File: config.mk
export PLATFORM = sky130hd
export DESIGN_NAME = i2c_slave_mc_flat
export DESIGN_NICKNAME = d
export VERILOG_FILES = /design/src/rtl/i2c_pkg.sv /design/src/rtl/i2c_if.sv /design/src/rtl/i2c_line_sync.sv /design/src/rtl/i2c_slave_mc.sv /design/src/flat_wrapper.sv
export SDC_FILE = /design/constraint.sdc
export NUM_CORES = 1
export LEC_CHECK = 0
export BUFFER_PORTS_ARGS = -buffer_cell sky130_fd_sc_hd__buf_2
export CAP_MARGIN = 20
export CORE_MARGIN = 1
export CORE_UTILIZATION = 50
export CTS_BUF_LIST = sky130_fd_sc_hd__clkbuf_8 sky130_fd_sc_hd__clkbuf_16
export CTS_CLUSTER_SIZE = 25
export DETAILED_ROUTE_END_ITERATION = 6
export PLACE_DENSITY = 0.75
export SLEW_MARGIN = 20
export SYNTH_ARGS = -nofsm -noshare
export SYNTH_HDL_FRONTEND = slang
export SYNTH_SLANG_ARGS = --single-unit
File: constraint.sdc
create_clock -name clk -period 1.9 [get_ports clk]
set_input_delay 0.285 -clock clk [delete_from_list [all_inputs] [get_ports clk]]
set_output_delay 0.285 -clock clk [all_outputs]
set_load 0.01 [all_outputs]
File: src/rtl/i2c_pkg.sv
// Shared types and helpers for the multi-channel I2C target.
package i2c_pkg;

  typedef enum logic [2:0] {
    StIdle,
    StAddr,
    StAddrAck,
    StWrByte,
    StWrAck,
    StRdByte,
    StRdAck,
    StWaitStop
  } i2c_state_t;

  localparam logic       I2C_RW_READ      = 1'b1;
  localparam logic [6:0] I2C_GENERAL_CALL = 7'h00;

  function automatic logic [2:0] i2c_addr_to_ch(input logic [6:0] addr, input logic [6:0] base);
    logic [6:0] diff;
    diff = addr - base;
    return diff[2:0];
  endfunction

  function automatic logic i2c_addr_hit(input logic [6:0] addr, input logic [6:0] base,
                                        input int unsigned num_ch);
    int unsigned a;
    int unsigned b;
    a = 32'(addr);
    b = 32'(base);
    return (addr != I2C_GENERAL_CALL) && (a >= b) && (a < b + num_ch);
  endfunction

endpackage

File: src/rtl/i2c_if.sv
// I2C bus bundle. SDA is open-drain: sda is the resolved bus level, sda_oe pulls it low.
interface i2c_if;
  logic scl;
  logic sda;
  logic sda_oe;

  modport target (input scl, input sda, output sda_oe);
  modport master (output scl, output sda, input sda_oe);
endinterface

File: src/rtl/i2c_line_sync.sv
// SCL/SDA synchroniser with SCL edge and START/STOP condition detection.
module i2c_line_sync #(
  parameter int unsigned SyncStages = 2
) (
  input  logic clk_i,
  input  logic rst_i,
  input  logic scl_i,
  input  logic sda_i,
  output logic sda_o,
  output logic scl_rise_o,
  output logic scl_fall_o,
  output logic start_o,
  output logic stop_o
);

  logic [SyncStages-1:0] scl_sync_q, scl_sync_d;
  logic [SyncStages-1:0] sda_sync_q, sda_sync_d;
  logic scl_prev_q, scl_prev_d;
  logic sda_prev_q, sda_prev_d;
  logic scl_s, sda_s;

  assign scl_s = scl_sync_q[SyncStages-1];
  assign sda_s = sda_sync_q[SyncStages-1];

  always_comb begin
    scl_sync_d = (scl_sync_q << 1) | SyncStages'(scl_i);
    sda_sync_d = (sda_sync_q << 1) | SyncStages'(sda_i);
    scl_prev_d = scl_s;
    sda_prev_d = sda_s;
  end

  always_ff @(posedge clk_i) begin
    if (rst_i) begin
      scl_sync_q <= '1;
      sda_sync_q <= '1;
      scl_prev_q <= 1'b1;
      sda_prev_q <= 1'b1;
    end else begin
      scl_sync_q <= scl_sync_d;
      sda_sync_q <= sda_sync_d;
      scl_prev_q <= scl_prev_d;
      sda_prev_q <= sda_prev_d;
    end
  end

  // START/STOP need SCL high on both samples so an SCL edge never masquerades as one.
  always_comb begin
    sda_o      = sda_s;
    scl_rise_o = scl_s & ~scl_prev_q;
    scl_fall_o = ~scl_s & scl_prev_q;
    start_o    = scl_s & scl_prev_q & sda_prev_q & ~sda_s;
    stop_o     = scl_s & scl_prev_q & ~sda_prev_q & sda_s;
  end

endmodule

File: src/rtl/i2c_slave_mc.sv
// Multi-channel I2C target: reads stream from per-channel FWFT FIFOs, writes go out on rx_*.
module i2c_slave_mc
  import i2c_pkg::*;
#(
  parameter logic [6:0]  BASE_ADDR     = 7'h42,
  parameter int unsigned NUM_CH        = 2,
  parameter int unsigned SYNC_STAGES   = 2,
  parameter logic [7:0]  UNDERRUN_BYTE = 8'hFF,
  localparam int unsigned CH_W         = (NUM_CH > 1) ? $clog2(NUM_CH) : 1
) (
  input  logic                  clk,
  input  logic                  rst,
  i2c_if.target                 i2c,
  input  logic [NUM_CH-1:0]     fifo_valid,
  input  logic [NUM_CH*8-1:0]   fifo_dout,
  output logic [NUM_CH-1:0]     fifo_rd_en,
  output logic                  rx_valid,
  input  logic                  rx_ready,
  output logic [7:0]            rx_data,
  output logic [CH_W-1:0]       rx_ch,
  output logic                  busy,
  output logic                  ovf,
  output logic                  underrun
);

  logic sda_s, scl_rise, scl_fall, start_det, stop_det;

  i2c_line_sync #(
    .SyncStages (SYNC_STAGES)
  ) u_line_sync (
    .clk_i      (clk),
    .rst_i      (rst),
    .scl_i      (i2c.scl),
    .sda_i      (i2c.sda),
    .sda_o      (sda_s),
    .scl_rise_o (scl_rise),
    .scl_fall_o (scl_fall),
    .start_o    (start_det),
    .stop_o     (stop_det)
  );

  i2c_state_t      state_q, state_d;
  logic [2:0]      bit_cnt_q, bit_cnt_d;
  logic [7:0]      shift_q, shift_d;
  logic [CH_W-1:0] ch_q, ch_d;
  logic            rw_q, rw_d;
  // Second half of an ACK slot: the ACK bit is on the bus, next SCL fall ends it.
  logic            phase_q, phase_d;
  logic            sda_oe_q, sda_oe_d;
  logic            busy_q, busy_d;
  logic            rx_valid_q, rx_valid_d;
  logic [7:0]      rx_data_q, rx_data_d;
  logic [CH_W-1:0] rx_ch_q, rx_ch_d;
  logic            ovf_q, ovf_d;
  logic            underrun_q, underrun_d;
  logic            pop;
  logic [CH_W-1:0] pop_ch;
  logic [7:0]      rx_byte;
  logic            hit;
  logic [CH_W-1:0] hit_ch;

  always_ff @(posedge clk) begin
    if (rst) begin
      state_q    <= StIdle;
      bit_cnt_q  <= '0;
      shift_q    <= '0;
      ch_q       <= '0;
      rw_q       <= 1'b0;
      phase_q    <= 1'b0;
      sda_oe_q   <= 1'b0;
      busy_q     <= 1'b0;
      rx_valid_q <= 1'b0;
      rx_data_q  <= '0;
      rx_ch_q    <= '0;
      ovf_q      <= 1'b0;
      underrun_q <= 1'b0;
    end else begin
      state_q    <= state_d;
      bit_cnt_q  <= bit_cnt_d;
      shift_q    <= shift_d;
      ch_q       <= ch_d;
      rw_q       <= rw_d;
      phase_q    <= phase_d;
      sda_oe_q   <= sda_oe_d;
      busy_q     <= busy_d;
      rx_valid_q <= rx_valid_d;
      rx_data_q  <= rx_data_d;
      rx_ch_q    <= rx_ch_d;
      ovf_q      <= ovf_d;
      underrun_q <= underrun_d;
    end
  end

  always_comb begin
    state_d    = state_q;
    bit_cnt_d  = bit_cnt_q;
    shift_d    = shift_q;
    ch_d       = ch_q;
    rw_d       = rw_q;
    phase_d    = phase_q;
    sda_oe_d   = sda_oe_q;
    busy_d     = busy_q;
    rx_valid_d = rx_valid_q;
    rx_data_d  = rx_data_q;
    rx_ch_d    = rx_ch_q;
    ovf_d      = 1'b0;
    underrun_d = 1'b0;
    pop        = 1'b0;
    pop_ch     = ch_q;
    rx_byte    = {shift_q[6:0], sda_s};
    hit        = i2c_addr_hit(rx_byte[7:1], BASE_ADDR, NUM_CH);
    hit_ch     = CH_W'(i2c_addr_to_ch(rx_byte[7:1], BASE_ADDR));

    if (rx_valid_q && rx_ready) rx_valid_d = 1'b0;

    if (start_det) begin
      state_d   = StAddr;
      bit_cnt_d = '0;
      phase_d   = 1'b0;
      sda_oe_d  = 1'b0;
    end else if (stop_det) begin
      state_d  = StIdle;
      sda_oe_d = 1'b0;
      busy_d   = 1'b0;
    end else begin
      unique case (state_q)
        StIdle, StWaitStop: ;
        StAddr: begin
          if (scl_rise) begin
            shift_d   = rx_byte;
            bit_cnt_d = bit_cnt_q + 3'd1;
            if (bit_cnt_q == 3'd7) begin
              phase_d = 1'b0;
              rw_d    = rx_byte[0];
              if (!hit) begin
                state_d = StWaitStop;
              end else begin
                ch_d   = hit_ch;
                busy_d = 1'b1;
                if (rx_byte[0] != I2C_RW_READ) begin
                  state_d = StAddrAck;
                end else if (fifo_valid[hit_ch]) begin
                  state_d = StAddrAck;
                  shift_d = fifo_dout[{hit_ch, 3'b000} +: 8];
                  pop     = 1'b1;
                  pop_ch  = hit_ch;
                end else begin
                  state_d = StWaitStop;
                end
              end
            end
          end
        end
        StAddrAck, StWrAck: begin
          if (scl_fall) begin
            if (!phase_q) begin
              sda_oe_d = 1'b1;
              phase_d  = 1'b1;
            end else begin
              phase_d   = 1'b0;
              bit_cnt_d = '0;
              if (state_q == StAddrAck && rw_q == I2C_RW_READ) begin
                state_d  = StRdByte;
                sda_oe_d = ~shift_q[7];
              end else begin
                state_d  = StWrByte;
                sda_oe_d = 1'b0;
              end
            end
          end
        end
        StWrByte: begin
          if (scl_rise) begin
            shift_d   = rx_byte;
            bit_cnt_d = bit_cnt_q + 3'd1;
            if (bit_cnt_q == 3'd7) begin
              if (!rx_valid_q || rx_ready) begin
                rx_data_d  = rx_byte;
                rx_ch_d    = ch_q;
                rx_valid_d = 1'b1;
                phase_d    = 1'b0;
                state_d    = StWrAck;
              end else begin
                ovf_d   = 1'b1;
                state_d = StWaitStop;
              end
            end
          end
        end
        StRdByte: begin
          if (scl_fall) begin
            if (bit_cnt_q == 3'd7) begin
              sda_oe_d = 1'b0;
              phase_d  = 1'b0;
              state_d  = StRdAck;
            end else begin
              sda_oe_d  = ~shift_q[6];
              shift_d   = {shift_q[6:0], 1'b0};
              bit_cnt_d = bit_cnt_q + 3'd1;
            end
          end
        end
        StRdAck: begin
          if (scl_rise && !phase_q) begin
            if (!sda_s) begin
              phase_d = 1'b1;
              if (fifo_valid[ch_q]) begin
                shift_d = fifo_dout[{ch_q, 3'b000} +: 8];
                pop     = 1'b1;
              end else begin
                shift_d    = UNDERRUN_BYTE;
                underrun_d = 1'b1;
              end
            end else begin
              state_d = StWaitStop;
            end
          end else if (scl_fall && phase_q) begin
            phase_d   = 1'b0;
            bit_cnt_d = '0;
            sda_oe_d  = ~shift_q[7];
            state_d   = StRdByte;
          end
        end
        default: state_d = StIdle;
      endcase
    end
  end

  // Pop strobe is combinational so it coincides with the shift-register load edge.
  always_comb begin
    fifo_rd_en = '0;
    if (pop) fifo_rd_en[pop_ch] = 1'b1;
    i2c.sda_oe = sda_oe_q;
    rx_valid   = rx_valid_q;
    rx_data    = rx_data_q;
    rx_ch      = rx_ch_q;
    busy       = busy_q;
    ovf        = ovf_q;
    underrun   = underrun_q;
  end

endmodule

File: src/flat_wrapper.sv
// flat-port wrapper written by rule: the top's interface ports become plain ports
module i2c_slave_mc_flat import i2c_pkg::*;
#(
  parameter logic [6:0]  BASE_ADDR     = 7'h42,
  parameter int unsigned NUM_CH        = 2,
  parameter int unsigned SYNC_STAGES   = 2,
  parameter logic [7:0]  UNDERRUN_BYTE = 8'hFF,
  localparam int unsigned CH_W         = (NUM_CH > 1) ? $clog2(NUM_CH) : 1
)
  (clk, rst, fifo_valid, fifo_dout, fifo_rd_en, rx_valid, rx_ready, rx_data, rx_ch, busy, ovf, underrun, i2c_scl, i2c_sda, i2c_sda_oe);
  i2c_if i2c_i ();
  input  logic clk;
  input  logic rst;
  input  logic [NUM_CH-1:0] fifo_valid;
  input  logic [NUM_CH*8-1:0] fifo_dout;
  output logic [NUM_CH-1:0] fifo_rd_en;
  output logic rx_valid;
  input  logic rx_ready;
  output logic [7:0] rx_data;
  output logic [CH_W-1:0] rx_ch;
  output logic busy;
  output logic ovf;
  output logic underrun;
  input wire logic [$bits(i2c_i.scl)-1:0] i2c_scl;
  input wire logic [$bits(i2c_i.sda)-1:0] i2c_sda;
  output wire logic [$bits(i2c_i.sda_oe)-1:0] i2c_sda_oe;
  assign i2c_i.scl = i2c_scl;
  assign i2c_i.sda = i2c_sda;
  assign i2c_sda_oe = i2c_i.sda_oe;
  i2c_slave_mc #(.BASE_ADDR(BASE_ADDR), .NUM_CH(NUM_CH), .SYNC_STAGES(SYNC_STAGES), .UNDERRUN_BYTE(UNDERRUN_BYTE)) u_core (.clk(clk), .rst(rst), .i2c(i2c_i), .fifo_valid(fifo_valid), .fifo_dout(fifo_dout), .fifo_rd_en(fifo_rd_en), .rx_valid(rx_valid), .rx_ready(rx_ready), .rx_data(rx_data), .rx_ch(rx_ch), .busy(busy), .ovf(ovf), .underrun(underrun));
endmodule
==> metrics.txt <==
Synth-to-Final Area Change 29.5%; GPL Wtd Cong 0.936; Avg Cell Area, Syn 8.36 um2; WL/cell about 16 um; starting DRC count in detailed routing 182; PwrDens 597 mW/mm2; asr flop ratio synth 0%; Worst-path clk slew approximately 0.070 ns; Post-Place Cell Area 0.00273 mm2; Via-to-Cell Ratio 5.97; Worst path depth 8; post-synthesis register bit count 37; cell at the root of the clock tree clkbuf_8; endpoints failing setup 3; insertion delay to the later sink of the worst-skew pair 0.30 ns; delay-heaviest family, CP simple AND/OR/NAND/NOR gates; CTS tree built; crit path from u_core.bit_cnt_q[0]$_SDFFE_PP0P_; crit-path max FO 3; # port buffers 38; Initial Util 52.0%; Clock Sinks 37; CTS Hold Bufs 0; total power 1.75 mW; final antenna-violating net count 0; finished layout cell area 0.00293 mm2; Syn Inst Count 271; register area share after synthesis 32.7%; worst path cell trace ha_4, ha_4, and2_4, and3_4, a31o_4, a22oi_2, nor2b_4, buf_6; failing checks negative setup slack; final antenna diode count 0; die width a little under 70 um; Crit path arrival time approximately 2 ns; Worst setup endpoint fifo_rd_en[0]; Final min period 2.24 ns; Core Footprint 0.00435 mm2; Critical Path RT around 1.6 ns; hold_ws approximately 0.17 ns; slowest stage delay, CP about 0.34 ns; detailed placement HPWL 4610 um; antenna violations before repair 0; Slowest cell on crit path dfxtp_2; mapped cell area 0.00226 mm2; wire length of the first global-routing pass 10,300 um; Max Cap Viol 0; Slew HR 62.7%; Die Ht 69.3 um; Post-synth EDFFs 0; Syn. warnings 0; # nets final 362; Hold/Removal Path Class in2reg; Core Util, Final 67.4%; worst reg2reg endpoint u_core.rx_ch$_SDFFE_PP0P_; drt pass-1 iters 4; setup_tns -0.597 ns; fmax 0.446 GHz; maximum clock insertion buffer count 2; vias in the first global route 2,159; reg2reg setup slack 0 ns; Layout Skew ~0.0070 ns; via count 2,330; synth unique cells 56; filler instances 350; I/O pin count 39; share of cells above drive strength 1 between 30% and 40%; syn_nets around 300; Tightest Pin Transition 0.545 ns; largest net degree at the start of global routing 22; WS Path Type reg2out; Die Footprint 0.00480 mm2; crit end category primary output; LEAKAGE 1.20 nW; Post-synth top flop dfxtp_1; PnR worst setup slack -0.342 ns; worst path buffer plus inverter count 1; total grt overflow 0; VDD IR-drop max 0.404 mV; reg2reg path depth 7; FF-to-FF Start u_core.bit_cnt_q[0]$_SDFFE_PP0P_; Final Max Slew Viols 0; Tcrit/Tclk final 118%; CP most frequent cell ha_4; DRT Wirelength 6380 um; GRT Resource Usage Total 27.0%; RSZ-0062 raised after global routing yes; final hold vios 0; critical path startpoint category flip-flop; number of buffers created by CTS 5; outcome complete, but fails checks; DRC violations left 0; Rows 24; number of H-tree levels 2
cell usage in the layout, fill, tap and decap left out, drive strengths merged, types with 4 or more instances in the layout:
master	instances
nand2b	7
mux2i	18
or2	8
nor2b	6
a21oi	22
buf	75
nand2	8
o21ai	10
inv	10
dfxtp	37
nand3	10
o211ai	4
nor2	37
nor3	9
clkbuf	6
mux2	10
a221oi	5
a211oi	5
cell families after synthesis:
logic type	count (synthesis)	synth area share (%)
buf+inv	27	5.63
mux	28	12.9
flops	37	32.7
compound gates	68	20.6
fa+ha+maj	2	1.10
xor+xnor	2	0.774
simple gates	107	26.3
area by class of cell:
cell class	instances	area [um2]	share of cell area, %
Tap cell	52	65.1	2.22
Clock inverter	2	33.8	1.15
Multi-Input combinational cell	209	1490	50.8
Clock buffer	6	82.6	2.82
Inverter	9	33.8	1.15
Sequential cell	37	749	25.6
Timing Repair Buffer	75	478	16.3
per-stage QoR:
stage          setup slack, ns  instances
2_1_floorplan          -0.0560        271
3_3_place_gp           -0.0645        378
3_5_place_dp           -0.0924        378
4_1_cts                 -0.346        387
5_1_grt                 -0.412        390
6_report                -0.342        390
sequential cells by signal, indices dropped and copies added (netlist names):
register                       flops
u_core.underrun                    1
u_core.rx_ch                       1
u_core.rx_data                     8
u_core.ovf                         1
u_core.u_line_sync.sda_sync_q      2
u_core.u_line_sync.sda_prev_q      1
u_core.rx_valid                    1
u_core.rw_q                        1
u_core.u_line_sync.scl_prev_q      1
u_core.busy                        1
u_core.state_q                     3
u_core.u_line_sync.scl_sync_q      2
u_core.shift_q                     8
u_core.ch_q                        1
u_core.phase_q                     1
u_core.bit_cnt_q                   3
u_core.i2c.sda_oe                  1
routing by layer:
metal | vias up | routed length, um | part of all wire [%] | track usage, %
met1 | 1096 | 2900 | 45 | 36.2
li1 | 1128 | - | - | -
met4 | 0 | 140 | 2.2 | 9.07
met3 | 14 | 414 | 6.5 | 4.94
met5 | - | 0 | 0 | 0
met2 | 92 | 2930 | 46 | 43.5
worst min path at each step:
stage | start | endpoint | slack (ns) | depth (start not counted)
after floorplan | i2c_scl | u_core.u_line_sync.scl_sync_q[0]$_SDFF_PP1_ | 0.39 | 1
after global placement | u_core.u_line_sync.sda_sync_q[0]$_SDFF_PP1_ | u_core.u_line_sync.sda_sync_q[1]$_SDFF_PP1_ | 0.40 | 1
after detailed placement | u_core.u_line_sync.sda_sync_q[0]$_SDFF_PP1_ | u_core.u_line_sync.sda_sync_q[1]$_SDFF_PP1_ | 0.40 | 1
after CTS | i2c_sda | u_core.u_line_sync.sda_sync_q[0]$_SDFF_PP1_ | 0.16 | 2
after global routing | i2c_sda | u_core.u_line_sync.sda_sync_q[0]$_SDFF_PP1_ | 0.17 | 2
final | i2c_sda | u_core.u_line_sync.sda_sync_q[0]$_SDFF_PP1_ | 0.17 | 2
cell usage after synthesis (all sizes together), types with 5 or more instances:
library cell / instances / area, um2
buf: 12 / 71.3
nor2: 36 / 151
nand2b: 7 / 43.8
a221oi: 5 / 43.8
nand3: 10 / 50.1
mux2i: 18 / 180
o21ai: 10 / 50.1
inv: 9 / 33.8
mux2: 10 / 113
nor3: 9 / 56.3
nor2b: 6 / 37.5
a21oi: 22 / 110
a211oi: 5 / 37.5
nand2: 8 / 30.0
dfxtp: 37 / 741
or2: 8 / 50.1
clkbuf: 6 / 22.5
power by group:
part	switching [mW]	total, mW	leakage (nW)	internal (mW)
logic	0.122	0.230	0.840	0.108
clock network	0.287	0.710	0.0626	0.423
registers	0.0176	0.810	0.302	0.792
total	0.427	1.75	1.20	1.32
timing repair:
action | CTS | global route
endpoints found under the setup margin | 12 | 20
buffers inserted | 0 | 2
pin swaps | 7 | 11
resized for setup | 6 | 7
cloned | 1 | 1
hold endpoints to repair | 0 | 0
No activity file was read; power rests on OpenSTA's default activity.
